[src/rtl/uart_pkg.sv]
// Shared UART types and constants.
// Used by the receiver core and the baud tick generator.
package uart_pkg;

  typedef enum logic [1:0] {
    IDLE,
    START,
    DATA,
    STOP
  } state_t;

  localparam int OVERSAMPLE    = 16;
  localparam int MID_SAMPLE    = 7;
  localparam int LAST_SAMPLE   = 15;
  localparam int DEF_DATA_BITS = 8;

endpackage

[src/rtl/uart_baud_tick.sv]
// Oversample tick generator: one-cycle pulse every div clocks.
// The divisor is latched at each wrap so changes apply cleanly.
module uart_baud_tick #(
  parameter int W = 16
) (
  input  logic         clk,
  input  logic         rst,
  input  logic         clear,
  input  logic [W-1:0] div,
  output logic         tick
);

  logic [W-1:0] cnt;
  logic [W-1:0] div_q;
  logic [W-1:0] div_eff;
  logic         wrap;

  assign div_eff = (div == '0) ? W'(1) : div;
  assign wrap    = (cnt == div_q - W'(1));
  assign tick    = !clear && wrap;

  always_ff @(posedge clk or posedge rst) begin
    if (rst) begin
      cnt   <= '0;
      div_q <= W'(1);
    end else if (clear || wrap) begin
      cnt   <= '0;
      div_q <= div_eff;
    end else begin
      cnt   <= cnt + W'(1);
    end
  end

endmodule

[src/rtl/uart_rx_core.sv]
// 8N1 UART receiver with 16x oversampling and read-strobe status.
// Sticky flags clear on re; a completing byte wins over re.
module uart_rx_core
  import uart_pkg::*;
#(
  parameter int DIV_W     = 16,
  parameter int DATA_BITS = DEF_DATA_BITS
) (
  input  logic                 clk,
  input  logic                 rst,
  input  logic [DIV_W-1:0]     baud_div,
  input  logic                 rx_en,
  input  logic                 rx,
  input  logic                 re,
  output logic [DATA_BITS-1:0] read_data,
  output logic                 rx_valid,
  output logic                 frame_err,
  output logic                 overrun
);

  localparam int SW = $clog2(OVERSAMPLE);
  localparam int BW = $clog2(DATA_BITS + 1);

  logic                 rx_m;
  logic                 rx_s;
  logic                 rx_d;
  state_t               state;
  state_t               state_nx;
  logic [SW-1:0]        samp_cnt;
  logic [BW-1:0]        bit_cnt;
  logic [DATA_BITS-1:0] shreg;
  logic                 tick;
  logic                 clear;
  logic                 mid;
  logic                 last;
  logic                 done;

  always_ff @(posedge clk or posedge rst) begin
    if (rst) begin
      rx_m <= 1'b1;
      rx_s <= 1'b1;
      rx_d <= 1'b1;
    end else begin
      rx_m <= rx;
      rx_s <= rx_m;
      rx_d <= rx_s;
    end
  end

  assign clear = (state == IDLE) || !rx_en;

  uart_baud_tick #(
    .W(DIV_W)
  ) u_tick (
    .clk  (clk),
    .rst  (rst),
    .clear(clear),
    .div  (baud_div),
    .tick (tick)
  );

  assign mid  = tick && (samp_cnt == SW'(MID_SAMPLE));
  assign last = tick && (samp_cnt == SW'(LAST_SAMPLE));
  assign done = (state == STOP) && last;

  always_ff @(posedge clk or posedge rst) begin
    if (rst) state <= IDLE;
    else     state <= state_nx;
  end

  always_comb begin
    state_nx = state;
    unique case (state)
      IDLE:  if (rx_en && rx_d && !rx_s) state_nx = START;
      START: if (mid) state_nx = rx_s ? IDLE : DATA;
      DATA:  if (last && bit_cnt == BW'(DATA_BITS - 1)) state_nx = STOP;
      STOP:  if (last) state_nx = IDLE;
      default: state_nx = IDLE;
    endcase
    if (!rx_en) state_nx = IDLE;
  end

  always_ff @(posedge clk or posedge rst) begin
    if (rst) begin
      samp_cnt <= '0;
      bit_cnt  <= '0;
      shreg    <= '0;
    end else begin
      if (state_nx != state || !rx_en) samp_cnt <= '0;
      else if (tick)                   samp_cnt <= samp_cnt + SW'(1);
      if (state != DATA || !rx_en) bit_cnt <= '0;
      else if (last)               bit_cnt <= bit_cnt + BW'(1);
      // LSB arrives first, so shift right and fill from the top
      if (state == DATA && last) shreg <= {rx_s, shreg[DATA_BITS-1:1]};
    end
  end

  always_ff @(posedge clk or posedge rst) begin
    if (rst) begin
      read_data <= '0;
      rx_valid  <= 1'b0;
      frame_err <= 1'b0;
      overrun   <= 1'b0;
    end else begin
      if (re) begin
        rx_valid  <= 1'b0;
        frame_err <= 1'b0;
        overrun   <= 1'b0;
      end
      if (done && rx_s) begin
        if (rx_valid && !re) begin
          overrun <= 1'b1;
        end else begin
          read_data <= shreg;
          rx_valid  <= 1'b1;
        end
      end
      if (done && !rx_s) frame_err <= 1'b1;
    end
  end

endmodule
[config.mk]
export PLATFORM = sky130hd
export DESIGN_NAME = uart_rx_core
export DESIGN_NICKNAME = d
export VERILOG_FILES = /design/src/rtl/uart_pkg.sv /design/src/rtl/uart_baud_tick.sv /design/src/rtl/uart_rx_core.sv
export SDC_FILE = /design/constraint.sdc
export NUM_CORES = 1
export LEC_CHECK = 0
export CAP_MARGIN = 0
export CELL_PAD_IN_SITES_DETAIL_PLACEMENT = 1
export CELL_PAD_IN_SITES_GLOBAL_PLACEMENT = 1
export CORE_MARGIN = 2
export CORE_UTILIZATION = 30
export DETAILED_ROUTE_END_ITERATION = 10
export GPL_TIMING_DRIVEN = 0
export PLACE_DENSITY = 0.59
export SLEW_MARGIN = 20
export SYNTH_ARGS = -nofsm -noshare
export SYNTH_HDL_FRONTEND = slang
export SYNTH_HIERARCHICAL = 1
export SYNTH_SLANG_ARGS = --single-unit
[constraint.sdc]
create_clock -name clk -period 7.8 [get_ports clk]
set_clock_uncertainty 0.15 [all_clocks]
set_input_delay 1.56 -clock clk [delete_from_list [all_inputs] [get_ports clk]]
set_output_delay 1.56 -clock clk [all_outputs]
set_load 0.01 [all_outputs]
After elaboration in Yosys (flattened, before gate mapping):

Cells that the tools add are included.
Widths: inputs -> output; s select.

* flip-flop bits (word level): 64
* logic and storage cells: 73
* bits in read-only memories: 0
* memories: 0
* bits in latches: 0
* RAM bits: 0
* input port bits: 21

* reduce and logical (&&, ||, !) cells: 25
* bitwise gates (word level): 1
* divide/modulo/power cells: 0
* equal/unequal tests: 9
* multiply operators: 0
* $lt $le $gt $ge: 0
* add/sub/neg operators: 4
* shift operators: 0
* multiplexer cells: 21

Operator list (number)
* $mux 16: 2
* $add 16x1->16 const B: 1
* $eq 16x16->1: 1
* $logic_not 16->1: 1
* $mux 4: 4
* $sub 16x1->16 const B: 1
* $mux 2: 6
* $logic_and 1x1->1: 11
* $add 4x1->4 const B: 2
* $eq 4x3->1 const B: 2
* $mux 1: 8
* $pmux 2 s4: 1
* $reduce_bool 2->1: 3
* $eq 2x2->1 const B: 2
* $eq 4x4->1 const B: 1
* $logic_not 1->1: 4
* $logic_or 1x1->1: 4
* $eq 2x1->1 const B: 1
* $logic_not 2->1: 1
* $ne 2x2->1: 1
* $ne 2x2->1 const B: 1
* $reduce_and 2->1: 1
* $not 1->1: 1

Depth between registers and ports, before layout:

Gate-level depths: netlist of the first run.

* word-level depth: 12
* depth in mapped cells: 15

Modules after synthesis:

The synthesis of the first run kept the hierarchy.

Modules (own cells, without submodules)
* uart_baud_tick: cells each 189, area each 1896.8 um^2, instances 1
* uart_rx_core: cells each 108, area each 1413.9 um^2, instances 1

Least setup slack after synthesis of the first run:

Ideal clock, no wire load.

* path type: reg2reg
* from: register u_tick.div_q[1]
* to: register shreg[0]
* clock period less this slack: 3267 ps
* stages on the path, launching flop included: 14
* buffers on the path: 1
* path slack: 4533 ps
* data required time: 7525 ps
* arrival time: 2992 ps
* library setup time: 125 ps
* cells stage by stage: dfrtp_1 > inv_1 > ha_1 > nor4b_4 > nand2_1 > or3_1 > a221oi_1 > and4_1 > nand2_1 > nor2_1 > buf_4 > nand4_4 > nor3_4 > mux2_2

* word-level cells in the longest chain between the ends: 5

Ends and longest elaborated chain
* start, declared: RTL line uart_baud_tick.sv:14 `logic [W-1:0] div_q;`
* start signal, assigned: RTL line uart_baud_tick.sv:28 `div_q <= div_eff;`
* $sub 16x1->16: RTL line uart_baud_tick.sv:19 `assign wrap = (cnt == div_q - W'(1));`
* $eq 16x16->1: RTL line uart_baud_tick.sv:19
* $logic_and 1x1->1: RTL line uart_baud_tick.sv:20 `assign tick = !clear && wrap;`
* net tick: RTL line uart_rx_core.sv:32 `logic tick;`
* $logic_and 1x1->1: RTL line uart_rx_core.sv:63 `assign last = tick && (samp_cnt == SW'(LAST_SAMPLE));`
* $logic_and 1x1->1: RTL line uart_rx_core.sv:94 `if (state == DATA && last) shreg <= {rx_s, shreg[DATA_BITS-1:1]};`
* end signal, assigned: RTL line uart_rx_core.sv:94
* end, declared: RTL line uart_rx_core.sv:31 `logic [DATA_BITS-1:0] shreg;`

The timed path passes the listed nets, and every way through them passes these cells.
A chain may end at the register's enable or synchronous reset.

Worst setup path in the final report of the first run:

* from: register u_tick.div_q[1]
* to: register shreg[1]

Same word-level chain as after synthesis.

==> reports/qor.yml, run 1 <==
area_delta_synth_final_pct: 20.86
cp_common_cell: "nand2_1"
synth.distinct_cells: 48
core-area_sq_um: 10790
synth_edf_count: 0
hp-class: "flop to flop"
dp_cells: 468
seq_area_frac_synth: 0.4853
cp_top_family: "simple AND/OR/NAND/NOR gates"
wl_mm: 7.454
synthArstFlopShare: 1.000
n_antenna_cell: 0
fmax_mhz: 263.4
path_cells: "inv_1 -> ha_1 -> nor4b_4 -> nand2_1 -> or3_1 -> a221oi_1 -> and4_1 -> nand2_1 -> nor2_1 -> buf_4 -> nand4_4 -> nor3_4 -> mux2_2"
synthCells: 297
slew_viol_final: 0
tns_ns: 0
syn_avg_cell_area_sq_um: 11.15
dieArea_sq_um: 11890
synth_area_sq_um: 3311
grt_max_degree: 33
maxSlewHeadroom: 0.5196
drc: 0
routedWlPerCell_microns: 15.40
drt_iter0_markers: 39
layout-drive-gt1-share: 0.1744
vias: 2331
ir_worst_vdd_uv: 91.60
hold_ws_ns: 0.2135
dp_hpwl_mm: 5.389
clk_latency_ns: 0.35
cp-end-kind: "flop"
via_per_inst: 4.816
setup_viol: 0
critPathMaxFanout: 9
postCtsResizedCells: 0
cp.arrival_ns: 3.88
path_buf_inv: 2
numCtsBuffers: 9
synth_largest_area_cell: "dfrtp_1"
slowest_stage: "dfrtp_1"
worstPathRequired_ns: 7.88
synth_top_cell_area_share: 0.4535
ios: 32
dieHeight_microns: 109.1
drt-pass1-iter-count: 4
die_w_microns: 109.1
grt_pass1_wl_mm: 12.85
fin_cells: 484
cts-root-buf: "clkbuf_8"
post_cts_buffers: 0
fin_crit_ns: 3.797
max_stage_delay_ns: 0.44
io_buffers: 31
maxCapViolCount: 0
clock-sinks: 64
clk_pin_slew_ns: 0.08
clockBufferDepth: 2
total_power_uw: 704.2
grt_pass1_vias: 2530
ys.flop_type: "dfrtp_1"
ctsHoldBuffers: 0
crit_type: "flop to flop"
overflow: 0
layout.nets: 364
cts_tree: "built"
rsz0062_at_grt: "false"
status: "finished, final reports clean"
synth_warnings: 6
htree_num_levels: 3
syn-num-nets: 322
setup.worst_path.start_class: "flop"
leakage_uw: 0.001651
post-place-ws_ns: 3.936
finalCritPeriodShare: 0.4868
ant_nets: 0
synthTopCellsByArea: "dfrtp_1 45%, xnor2_1 6.3%, mux2_1 5.1%, xor2_1 5.0%, nor2_1 3.7%"
start_util: 0.3067
ys_ff_latch: 64
powerDensity_nw_per_um2: 176.0
antenna_found_initial: 0
max_slew.worst_pin.slew_ns: 0.7140
fin_ws_ns: 4.003
hold_viol_final: 0
rows: 38
grtUsageTotal: 0.1426
gp_congestion: 0.7838
layer usage:
layer | up-vias | routed length (microns) | GRT usage
met1 | 1167 | 3892 | 0.2058
met5 | - | 0 | 0
met4 | 0 | 68 | 0.04396
met2 | 35 | 3208 | 0.2041
met3 | 7 | 284 | 0.04244
li1 | 1122 | - | -
cell usage after synthesis, drive strengths merged, types with 3 or more instances:
master	number
a21oi	9
and3	5
and4	3
buf	8
clkbuf	4
dfrtp	60
dfstp	4
ha	4
inv	9
mux2	32
nand2	18
nand3	11
nand4	9
nor2	33
nor3	10
nor4	6
o21ai	10
xnor2	24
xor2	19
cells in the final DEF (no fill, tap or decap), drive strengths merged, types with 11 or more instances in the layout:
cell type,n
xor2,19
nand2,18
mux2,32
dfrtp,60
clkdlybuf4s50,31
nor2,33
clkbuf,14
nand3,11
xnor2,24
worst register-to-register path, delay by kind of cell (launching register included):
family          cells  cell delay [ns]
simple gates        8             1.79
compound gates      1             0.33
buf+inv             2             0.26
fa+ha+maj           1             0.30
mux                 1             0.40
flops               1             0.44
logic make-up after synthesis:
kind of cell	synth area share
adders and majority gates	0.01512
muxes	0.1240
xor gates and xnor gates	0.1138
DFF	0.4853
AOI/OAI and AO/OA	0.06009
and+or+nand+nor	0.1697
buffers and inverters	0.03212
sequential cells by signal (all words and copies together), names as in the netlist:
name / flops
shreg: 8
rx_d: 1
rx_valid: 1
samp_cnt: 4
frame_err: 1
overrun: 1
read_data: 8
bit_cnt: 4
u_tick/cnt: 16
rx_s: 1
u_tick/div_q: 16
rx_m: 1
state: 2
final timing paths:
check / cells after the start / slack (ns) / start / endpoint
min reg2reg: 0 / 0.21 / rx_m / rx_s
max in group asynchronous: 2 / 5.50 / rst / u_tick/cnt[8]
min: 0 / 0.21 / rx_m / rx_s
min in group asynchronous: 2 / 1.54 / rst / samp_cnt[2]
max reg2reg: 13 / 4.00 / u_tick/div_q[1] / shreg[1]
max: 13 / 4.00 / u_tick/div_q[1] / shreg[1]
per-stage QoR:
step / utilization / cell area [sq um]
2_1_floorplan: - / 3311
6_report: 0.3707 / 4001
4_1_cts: 0.3707 / 4001
3_3_place_gp: 0.3517 / 3796
5_1_grt: 0.3707 / 4001
3_5_place_dp: 0.3517 / 3796
where the power goes:
part | total, uW | internal (uW) | switching (uW)
clock | 298 | 157 | 140
sequential | 349 | 340 | 9.23
combinational | 57.1 | 26.9 | 30.2
total | 704 | 524 | 180
area by class of cell:
type,instances,area [sq um]
buffer,12,72.57
multi-input combinational,212,1598
clock inverter,6,67.56
fill,1226,6792
inverter,9,33.78
clock buffer,10,137.6
timing repair buffer,31,310.3
sequential,64,1607
tap,140,175.2
Note: power is estimated with default switching activity, not from simulation.
==> inputs of run 2 (changes only) <==
clock period = 3.5 ns   (was 7.8 ns; I/O delays follow)
==> run 2 against run 1 <==
Compared with the run above: worst hold slack is essentially flat; wire length grew 3.3%; largest cell class is now multi-input gates; clock-buffer cell count did not move; flip-flop and latch count unchanged; final area grew 4.5%; setup slack worse by 3.8 ns; sequential power grew 120%; largest power group unchanged.
==> reports/qor.yml, run 2 (same netlist as run 1, synthesis figures left out) <==
status: "finished, final reports clean"
ir_worst_vdd_uv: 203.8
grt_pass1_vias: 2547
finalCritPeriodShare: 0.9443
via_per_inst: 4.796
grt_pass1_wl_mm: 12.91
hold_viol_final: 0
drt_iter0_markers: 46
min_to: "rx_s"
antenna_found_initial: 0
tns_ns: 0
start_util: 0.3067
clk_latency_ns: 0.35
die_w_microns: 109.1
reg2reg_depth: 14
rsz0062_at_grt: "true"
cts-root-buf: "clkbuf_8"
core-area_sq_um: 10790
setup.worst_path.start_class: "flop"
n_antenna_cell: 0
multi_input_area_sq_um: 1648
cts_tree: "built"
rr_endpoint: "read_data[7]"
regArea_sq_um: 1607
maxSlewHeadroom: 0.5319
overflow: 0
cell_internal_pwr_uw: 1180
final_util: 0.3875
setup_viol: 0
dp_hpwl_mm: 5.389
whs_path_depth: 0
powerDensity_nw_per_um2: 379.8
fin_cells: 499
gp_congestion: 0.7838
layout.nets: 379
fmax_mhz: 302.6
worstPathRequired_ns: 3.59
dieArea_sq_um: 11890
layout-drive-gt1-share: 0.2284
cp.arrival_ns: 3.39
maxCapViolCount: 0
htree_num_levels: 3
ios: 32
slew_viol_final: 0
fin_ws_ns: 0.1949
area_delta_synth_final_pct: 26.34
power_frac_clock: 0.417
drc: 0
p_sw_frac: 0.2576
clock-sinks: 64
dieHeight_microns: 109.1
num-fill-cells: 1217
hold_start: "rx_m"
routedWlPerCell_microns: 15.43
cp-end-kind: "flop"
seq_power_share: 0.491
fin_crit_ns: 3.305
leakage_uw: 0.001740
rr_startpoint: "u_tick/div_q[1]"
critPathMaxFanout: 8
top_regs: "u_tick/cnt: 16 flops, u_tick/div_q: 16 flops"
numCtsBuffers: 9
vias: 2393
grt_max_degree: 33
rows: 38
clockBufferDepth: 2
dp_cells: 468
io_buffers: 31
clk_pin_slew_ns: 0.08
post-place-ws_ns: -0.3493
max_slew.worst_pin.slew_ns: 0.7011
hp-class: "flop to flop"
final_cell_mix: "60 x dfrtp_1, 32 x nor2_1, 31 x clkdlybuf4s50_1, 24 x xnor2_1, 19 x xor2_1"
ant_nets: 0
wl_mm: 7.702
p_sw_uw: 409.2
reg2reg_slack_ns: 0.19
drt-pass1-iter-count: 4
final_common_cell: "dfrtp_1"
grtUsageTotal: 0.1432
crit_type: "flop to flop"
pwr-share-comb: 0.092
-- run 2: what timing repair did --
action	4_1_cts	5_1_grt
hold buffers	0	0
endpoints found under the setup margin	25	25
gates resized for setup	4	8
buffers inserted	4	11
pin swaps	3	8
-- run 2: stage by stage --
| step | area [sq um] | power (uW) | hold WS [ns] |
|---|---|---|---|
| after detailed placement | 3796 | 922.8 | 0.1978 |
| after CTS | 4059 | 1608 | 0.2152 |
| final | 4183 | 1589 | 0.2136 |
| after global routing | 4183 | 1669 | 0.2276 |
| after global placement | 3796 | 919.4 | 0.1970 |
| after floorplan | 3311 | 868.0 | 0.1952 |
-- run 2: cell type report --
cell class | count | share of cell area
Multi-Input combinational cell | 212 | 0.3940
Timing Repair Buffer | 46 | 0.1050
Tap cell | 140 | 0.04188
Inverter | 9 | 0.008077
Sequential cell | 64 | 0.3841
Clock inverter | 6 | 0.01615
Clock buffer | 10 | 0.03290
Buffer | 12 | 0.01795
-- run 2: worst max-delay path, cell delays in order, from the launching register on --
cell and delay, ns:
dfrtp_1 0.41, inv_2 0.08, ha_4 0.16, nor4b_4 0.21
nand2_1 0.13, or3_1 0.34, a221oi_2 0.27, and4_1 0.25
nand2_1 0.06, nor2_1 0.09, buf_4 0.15, nand4_4 0.15
nor3_4 0.25, nand2_4 0.16, mux2_4 0.33
-- run 2: power groups by stage --
stage          combinational, uW  clock (uW)  sequential (uW)
2_1_floorplan               81.4           0              787
3_3_place_gp                 127           0              792
3_5_place_dp                 130           0              793
4_1_cts                      135         693              780
5_1_grt                      164         723              782
6_report                     146         663              779
-- run 2: per-layer routing --
metal  up-vias  wire [microns]  GRT usage
met2        35            3368     0.2050
met4         0              97    0.04396
met5         -               0          0
met1      1194            3958     0.2070
li1       1154               -          -
met3        10             277    0.04244
-- run 2: worst max-delay path by stage --
stage               startpoint      endpoint  slack (ns)  cells after the start
2_1_floorplan  u_tick/div_q[1]      shreg[0]        0.23                     13
3_3_place_gp   u_tick/div_q[1]      shreg[2]       -0.24                     13
3_5_place_dp   u_tick/div_q[1]   samp_cnt[1]       -0.35                     14
4_1_cts        u_tick/div_q[1]      shreg[1]        0.03                     14
5_1_grt        u_tick/div_q[1]  read_data[7]       -0.05                     14
6_report       u_tick/div_q[1]  read_data[7]        0.19                     14
